**src/rtl/qc_shift_scheduler.sv**
```systemverilog
// qc_shift_scheduler: runs one QC-LDPC base-matrix row through an external LAT-stage
// right-rotate shifter, carrying valid/col/last/null tags alongside the shifter latency.
// Define SHIFT_SCHED_NULL_EN to enable null table entries (zeroed blocks, res_null flag).
module qc_shift_scheduler #(
    parameter int MAXZ = 81,
    parameter int NB   = 24,
    parameter int MB   = 12
) (
    input  logic                     CLK,
    input  logic                     rst,
    input  logic                     cfg_we,
    input  logic [$clog2(MB*NB)-1:0] cfg_addr,
    input  logic [$clog2(MAXZ):0]    cfg_data,
    input  logic                     start,
    input  logic [$clog2(MB)-1:0]    row_idx,
    output logic                     busy,
    output logic                     done,
    input  logic                     blk_valid,
    output logic                     blk_ready,
    input  logic [MAXZ-1:0]          blk_data,
    output logic [MAXZ-1:0]          sh_data,
    output logic [$clog2(MAXZ)-1:0]  sh_shift,
    input  logic [MAXZ-1:0]          sh_result,
    output logic                     res_valid,
    output logic [MAXZ-1:0]          res_data,
    output logic [$clog2(NB)-1:0]    res_col,
    output logic                     res_last,
    output logic                     res_null
);
    localparam int SW  = $clog2(MAXZ);
    localparam int LAT = SW;
    localparam int AW  = $clog2(MB*NB);
    localparam int RW  = $clog2(MB);
    localparam int CW  = $clog2(NB);
`ifdef SHIFT_SCHED_NULL_EN
    localparam int EW  = SW + 1;
`else
    localparam int EW  = SW;
`endif

    typedef enum logic [1:0] {IDLE, RUN, DRAIN} state_t;

    typedef struct packed {
        logic          v;
        logic          last;
        logic          nul;
        logic [CW-1:0] col;
    } tag_t;

    state_t        state_q;
    logic [RW-1:0] row_q;
    logic [CW-1:0] col_q;
    logic [SW-1:0] cnt_q;
    logic [EW-1:0] tbl_q [MB*NB];
    tag_t          tag_q [LAT];

    logic          accept;
    logic          col_last;
    logic          wr_en;
    logic          ent_null;
    logic [SW-1:0] ent_shift;
    logic [SW-1:0] wr_shift;
    logic [EW-1:0] wr_entry;
    logic [EW-1:0] entry;
    logic [AW-1:0] rd_addr;
    tag_t          tag_in;
    tag_t          tail;
    logic          unused_bits;

    // Table lookup for the current column, write-side shift reduction and output steering.
    always_comb begin
        accept    = state_q == RUN && blk_valid;
        col_last  = col_q == CW'(NB - 1);
        rd_addr   = AW'(row_q) * AW'(NB) + AW'(col_q);
        entry     = tbl_q[rd_addr];
        ent_shift = entry[SW-1:0];
        wr_en     = cfg_we && state_q == IDLE && {1'b0, cfg_addr} < (AW+1)'(MB*NB);
        wr_shift  = {1'b0, cfg_data[SW-1:0]} >= (SW+1)'(MAXZ) ? cfg_data[SW-1:0] - SW'(MAXZ)
                                                                : cfg_data[SW-1:0];
        tail      = tag_q[LAT-1];
`ifdef SHIFT_SCHED_NULL_EN
        ent_null    = entry[SW];
        wr_entry    = {cfg_data[SW], wr_shift};
        res_null    = tail.nul;
        unused_bits = 1'b0;
`else
        ent_null    = 1'b0;
        wr_entry    = wr_shift;
        res_null    = 1'b0;
        unused_bits = cfg_data[SW] ^ tail.nul;
`endif
        tag_in.v    = accept;
        tag_in.last = accept && col_last;
        tag_in.nul  = accept && ent_null;
        tag_in.col  = accept ? col_q : '0;
        busy        = state_q != IDLE;
        blk_ready   = state_q == RUN;
        sh_data     = accept && !ent_null ? blk_data : '0;
        sh_shift    = accept && !ent_null ? ent_shift : '0;
        res_valid   = tail.v;
        res_data    = tail.v ? sh_result : '0;
        res_col     = tail.col;
        res_last    = tail.last;
        done        = state_q == DRAIN && tail.v && tail.last;
    end

    // Shift table storage; deliberately not reset so contents survive rst.
    always_ff @(posedge CLK) begin
        if (wr_en) tbl_q[cfg_addr] <= wr_entry;
    end

    // Job sequencing: IDLE accepts start, RUN consumes NB blocks, DRAIN waits out the shifter.
    always_ff @(posedge CLK or posedge rst) begin
        if (rst) begin
            state_q <= IDLE;
            row_q   <= '0;
            col_q   <= '0;
            cnt_q   <= '0;
        end else begin
            case (state_q)
                IDLE: begin
                    if (start && {1'b0, row_idx} < (RW+1)'(MB)) begin
                        row_q   <= row_idx;
                        col_q   <= '0;
                        state_q <= RUN;
                    end
                end
                RUN: begin
                    if (accept) begin
                        col_q <= col_last ? '0 : col_q + CW'(1);
                        if (col_last) begin
                            cnt_q   <= '0;
                            state_q <= DRAIN;
                        end
                    end
                end
                DRAIN: begin
                    cnt_q <= cnt_q + SW'(1);
                    if (cnt_q == SW'(LAT - 1)) state_q <= IDLE;
                end
                default: state_q <= IDLE;
            endcase
        end
    end

    // Tag pipeline matching the shifter latency; cleared on reset so no stale result escapes.
    always_ff @(posedge CLK or posedge rst) begin
        if (rst) begin
            for (int i = 0; i < LAT; i++) tag_q[i] <= '0;
        end else begin
            tag_q[0] <= tag_in;
            for (int i = 1; i < LAT; i++) tag_q[i] <= tag_q[i-1];
        end
    end
endmodule

```
**config.mk**
```make
export PLATFORM = sky130hd
export DESIGN_NAME = qc_shift_scheduler
export DESIGN_NICKNAME = d
export VERILOG_FILES = /design/src/rtl/qc_shift_scheduler.sv
export SDC_FILE = /design/constraint.sdc
export NUM_CORES = 2
export LEC_CHECK = 0
export CAP_MARGIN = 0
export CELL_PAD_IN_SITES_DETAIL_PLACEMENT = 1
export CELL_PAD_IN_SITES_GLOBAL_PLACEMENT = 1
export CORE_MARGIN = 5
export CORE_UTILIZATION = 53
export CTS_BUF_LIST = sky130_fd_sc_hd__clkbuf_16
export DETAILED_ROUTE_END_ITERATION = 10
export PLACE_DENSITY_LB_ADDON = 0.15
export SETUP_SLACK_MARGIN = 0.02
export SKIP_LAST_GASP = 1
export SYNTH_ARGS = -nofsm -noshare
export SYNTH_HDL_FRONTEND = slang
export SYNTH_SLANG_ARGS = --single-unit
```
**constraint.sdc**
```tcl
create_clock -name CLK -period 3.6 [get_ports CLK]
set_clock_uncertainty 0.15 [all_clocks]
set_input_delay 0.54 -clock CLK [delete_from_list [all_inputs] [get_ports CLK]]
set_output_delay 0.54 -clock CLK [all_outputs]
set_load 0.02 [all_outputs]
```
### Yosys cells after proc, flatten, opt, wreduce, memory -nomap -nowiden

Memory sizes are Yosys's and may differ from the RTL's.
Cells that the tools add are included.

* register bits: 67
* memory bits (writable): 2016
* input bits: 188
* output and inout port bits: 180
* memories: 1

Memory list
* tbl_q: depth 288, bits a word 7, rd ports 1, clocked after memory_dff 0, wr ports 1, RTL line 54 `logic [EW-1:0] tbl_q [MB*NB];`

* $add $sub $neg: 4
* $mul: 1
* $lt $le $gt $ge: 3
* equal/unequal tests: 8
* muxes and demuxes: 19
* reductions and logical operators: 15

Operators by type and width (count)
* 81-bit two-way mux: 2
* 7-bit two-way mux: 4
* 5-bit two-way mux: 4
* 7-bit case mux with 2 select lines: 1
* 5-bit case mux with 2 select lines: 1
* 9-bit by 5-bit adder with 9-bit output: 1
* 9-bit less-than comparator, second input constant: 1
* 2-bit two-way mux: 4
* 2-bit by 1-bit inequality test with 1-bit output, second input constant: 4
* 7-bit by 1-bit adder with 7-bit output, second input constant: 1
* 7-bit by 3-bit == test with 1-bit output, second input constant: 1
* 7-bit >= comparator, second input constant: 1
* 1-bit logical AND: 7
* 7-bit subtractor, second input constant: 1
* 4-bit by 2-bit multiplier with 6-bit output, second input constant: 1
* 2-bit case mux with 3 select lines: 1
* 3-bit AND reduction: 2
* 2-bit nonzero test: 3
* 5-bit by 1-bit adder with 5-bit output, second input constant: 1
* 5-bit == test, second input constant: 1
* 4-bit less-than comparator, second input constant: 1
* 4-bit AND reduction: 1
* 2-bit by 1-bit == test with 1-bit output, second input constant: 1
* 2-bit == test, second input constant: 1
* other kinds (3): 4

### Longest topological paths before layout

* depth after elaboration: 5
* depth in mapped cells: 12

### Worst setup path before layout

OpenSTA, ideal clock, no wires.

* kind: input-to-reg
* start: input port cfg_data[1]
* end: memory tbl_q[0][1] (netlist bit) (data pin)
* data arrival time: 12185 ps
* required time: 1012 ps
* path slack: -11173 ps
* cell stages on the path: 5
* path buffers: 0
* cells stage by stage: inv_1 > ha_1 > o21a_1 > o21ai_1 > o21ai_0

* longest elaborated chain between the ends: 2
* elaborated cells between the ends (all ways): 3
* those cells by class: add/sub (1); order compare (1); mux (1)

Ends and longest elaborated chain
* start: declaration: RTL line 13 `input logic [$clog2(MAXZ):0] cfg_data,`
* 7-bit subtractor / 7-bit >= comparator (equally long branches): RTL line 78 `wr_shift = {1'b0, cfg_data[SW-1:0]} >= (SW+1)'(MAXZ) ? cfg_data[SW-1:0] - SW'(MAXZ)`
* 7-bit two-way mux *: RTL line 78
* net wr_entry[1]: RTL line 63 `logic [EW-1:0] wr_entry;`
* end: declaration: RTL line 54

The timed path passes the listed nets; every way through them passes the cells marked *.

### Worst setup path after layout

* start: register row_q[0]
* end: output port sh_shift[1]

* longest elaborated chain between the ends: 4

Ends and longest elaborated chain
* start: declaration: RTL line 51 `logic [RW-1:0] row_q;`
* start signal: assignment: RTL line 123 `row_q <= row_idx;`
* 4-bit by 2-bit multiplier with 6-bit output: RTL line 74 `rd_addr = AW'(row_q) * AW'(NB) + AW'(col_q);`
* 9-bit by 5-bit adder with 9-bit output: RTL line 74
* memory read 288 x 7 bit
* 7-bit two-way mux: RTL line 99 `sh_shift = accept && !ent_null ? ent_shift : '0;`
* end: declaration: RTL line 22 `output logic [$clog2(MAXZ)-1:0] sh_shift,`

Every way passes these cells.

==> reports/qor.yml <==
cp-end-kind: "output port"
cellLeakagePower_nw: 36.5
viasPerCell: 6.49
synth_compound_area_share_pct: 4.91
wl_mm: 288
dp_slack_ns: -1.40
core_area_um2: 158000
wl_met3_mm: 25.0
muxShareOfSynthArea_pct: 13.6
cap_violations: 0
yosysSeqAreaShare_pct: 74.2
routed-wl-met2_mm: 140
synthesis.nets: 4696
grt.total_usage_pct: 34.0
placed_area_um2: 96700
ys.flop_type: "edfxtp_1"
finalSetupViolations: 7
drt_first_pass_iters: 6
fin_area_um2: 105000
p_int_mw: 55.9
die_w_um: 408
layout_commonest_cell: "edfxtp_1"
status: "complete, but fails checks"
place_inst: 7550
fmax_ghz: 0.203
hp-class: "in -> reg"
relSlewSlack_pct: 44.4
final_nets: 5940
netlist_area_um2: 83800
synth-xor-area-share_pct: 0.142
synth_async_sr_flop_share_pct: 3.22
p_seq_share_pct: 30.7
syn_to_final_growth_pct: 25.3
drc: 0
path_class: "reg -> out"
routedWlPerCell_um: 36.1
setup_ws_ns: -1.33
p_comb_share_pct: 45.5
synthAdderAreaFrac_pct: 0.227
place.gp.congestion: 0.944
maxSlewViolCount: 0
synth-seq-cells: 2083
cp_common_cell: "buf_4"
cts_root_buffer: "clkbuf_16"
crit_chain: "buf_6 -> ha_4 -> fa_4 -> buf_12 -> inv_8 -> buf_4 -> buf_4 -> buf_4 -> nand3_1 -> nand4_1 -> and4_4 -> a211oi_2 -> buf_4 -> buf_6"
cp-start-kind: "flip-flop"
vias: 51840
cp_num_buf_inv: 8
synth-edff-count: 2016
min_period_ns: 4.93
clock_latency_ns: 0.82
synth_cell_types: 80
syn_avg_cell_area_um2: 18.7
dp_hpwl_mm: 192
cts_num_sinks: 2083
clockBufferDepth: 3
p_sw_mw: 32.8
worst_slew_pin_slew_ns: 0.826
synthSimpleGateAreaFrac_pct: 4.44
die-area_um2: 166000
power_density_nw_per_um2: 844
min_period_over_period_pct: 137
critPathMaxFanout: 10
cts_buffers: 206
fill_cells: 13232
worst_ep_required_time_ns: 2.91
die_h_um: 408
top_layer: "met5"
grt_pass1_vias: 53872
cts_tree: "yes"
grt_first_pass_wirelength_mm: 406
max_stage_delay_ns: 0.87
postSynthCellCount: 4494
drt_iter0_markers: 6152
ys.warnings.count: 0
violations: "setup timing"
grt_max_degree: 87
final_cells: 7987
critical_path.slowest_cell: "fa_4"
io_buffer_count: 365
row_count: 146
rsz0062_at_grt: "true"
clock_power_share_pct: 23.9
finalSetupTns_ns: -8.53
cts.clk_slew.worst_paths_ns: 0.06
peakVddDrop_uv: 693
hold_viol_final: 0
ioPinCount: 368
wl_met1_mm: 109
swShare_pct: 36.9
layout_common_cells: "edfxtp_1 (2016), buf_4 (823), mux2i_1 (423)"
antenna_found_initial: 16
worstPathArrival_ns: 4.24
drive_above_1_share_pct: 29.1
initial_core_util_pct: 53.1
ant_nets: 0
synth_top_family_by_area: "multiplexers"
h-tree-depth: 4
cpLargestDelayFamily: "buffers and inverters"
grt-ovfl-total: 0
registers in the layout, summed over array words and instances (netlist names):
name and count:
tag_q 42, col_q 5, res_last 1, res_valid 1, row_q 4, cnt_q 7
state_q 2, tbl_q 2016, res_col 5
power groups by stage:
stage | clock network (mW) | logic, mW | registers [mW]
after floorplan | 0 | 16.5 | 27.7
after global placement | 0 | 33.6 | 27.7
after detailed placement | 0 | 34.5 | 27.7
after CTS | 21.3 | 37.9 | 27.2
after global routing | 22.6 | 40.9 | 27.2
final | 21.2 | 40.3 | 27.2
cells in the mapped netlist, types with 53 or more instances:
cell,number,share of area (%)
o21ai_0,100,0.60
mux4_2,244,6.6
and3_1,92,0.69
nand2_1,89,0.40
mux2i_1,426,5.1
and2_1,84,0.63
nand3_1,68,0.41
mux4_1,55,1.7
a221oi_1,167,1.7
dfrtp_1,67,2.0
clkbuf_1,167,0.75
edfxtp_1,2016,72
nor2_1,335,1.5
a22oi_1,53,0.47
path summary, 6_finish.rpt:
| kind | from | end | slack, ns | cells after the start |
|---|---|---|---|---|
| worst max-delay path | row_q[0]$_DFFE_PP0P_ | sh_shift[1] | -1.33 | 14 |
| worst min-delay path | blk_valid | state_q[0]$_DFFE_PP0P_ | 0.16 | 5 |
| worst max register to register | col_q[0]$_DFFE_PP0P_ | cnt_q[2]$_DFFE_PP0P_ | 0.29 | 11 |
| worst min register to register | tag_q[40]$_DFF_PP0_ | tag_q[32]$_DFF_PP0_ | 0.19 | 0 |
| max in group asynchronous | rst | col_q[1]$_DFFE_PP0P_ | 2.39 | 4 |
| min in group asynchronous | rst | res_last$_DFF_PP0_ | 0.54 | 4 |
stage by stage:
step	util [%]	total power [mW]	hold WS, ns
3_3_place_gp	61.3	61.3	0.181
6_report	66.5	88.7	0.156
2_1_floorplan	-	44.2	0.181
5_1_grt	66.5	90.7	0.164
3_5_place_dp	61.3	62.1	0.186
4_1_cts	66.3	86.4	0.123
worst reg2reg max path: stages (launching register included):
cell and delay, ns:
dfrtp_4 0.51, buf_12 0.19, buf_12 0.13, buf_4 0.32, ha_1 0.31, nand2_1 0.09
nor3b_1 0.69, nand2_1 0.38, nand2_1 0.19, o21ai_0 0.09, nand2_1 0.07, o21ai_0 0.07
cell families (layout without fill, tap and decap cells):
kind of cell               count (synthesis)  after routing
DFF                                     2083           2083
and+or+nand+nor                          783            783
muxes                                    739            739
AOI/OAI and AO/OA                        545            545
buffers and inverters                    317           1730
adders and majority gates                 14             14
xor gates and xnor gates                  12             12
other                                      1              9
layer usage:
metal / vias up / global-route usage (%)
li1: 20818 / -
met1: 27108 / 45.4
met2: 3204 / 55.5
met5: - / 0
met3: 706 / 6.21
met4: 4 / 15.0
what timing repair did:
item / 4_1_cts / 5_1_grt
gates resized for setup: 224 / 57
setup endpoints to repair: 89 / 31
pin swaps: 59 / 31
setup buffers: 40 / 13
hold endpoints to repair: 67 / 0
hold buffers: 1 / 0
cloned: 6 / 1
final cells by class:
type | count | area, um^2 | area share (%)
Inverter | 13 | 76.3 | 0.0727
Multi-Input combinational cell | 2094 | 20700 | 19.7
Clock buffer | 209 | 5230 | 4.98
Sequential cell | 2083 | 62200 | 59.2
Timing Repair Buffer | 1340 | 12800 | 12.2
Antenna cell | 8 | 20.0 | 0.0191
Clock inverter | 168 | 1370 | 1.30
Tap cell | 2072 | 2590 | 2.47
(Power assumes the default switching activity.)
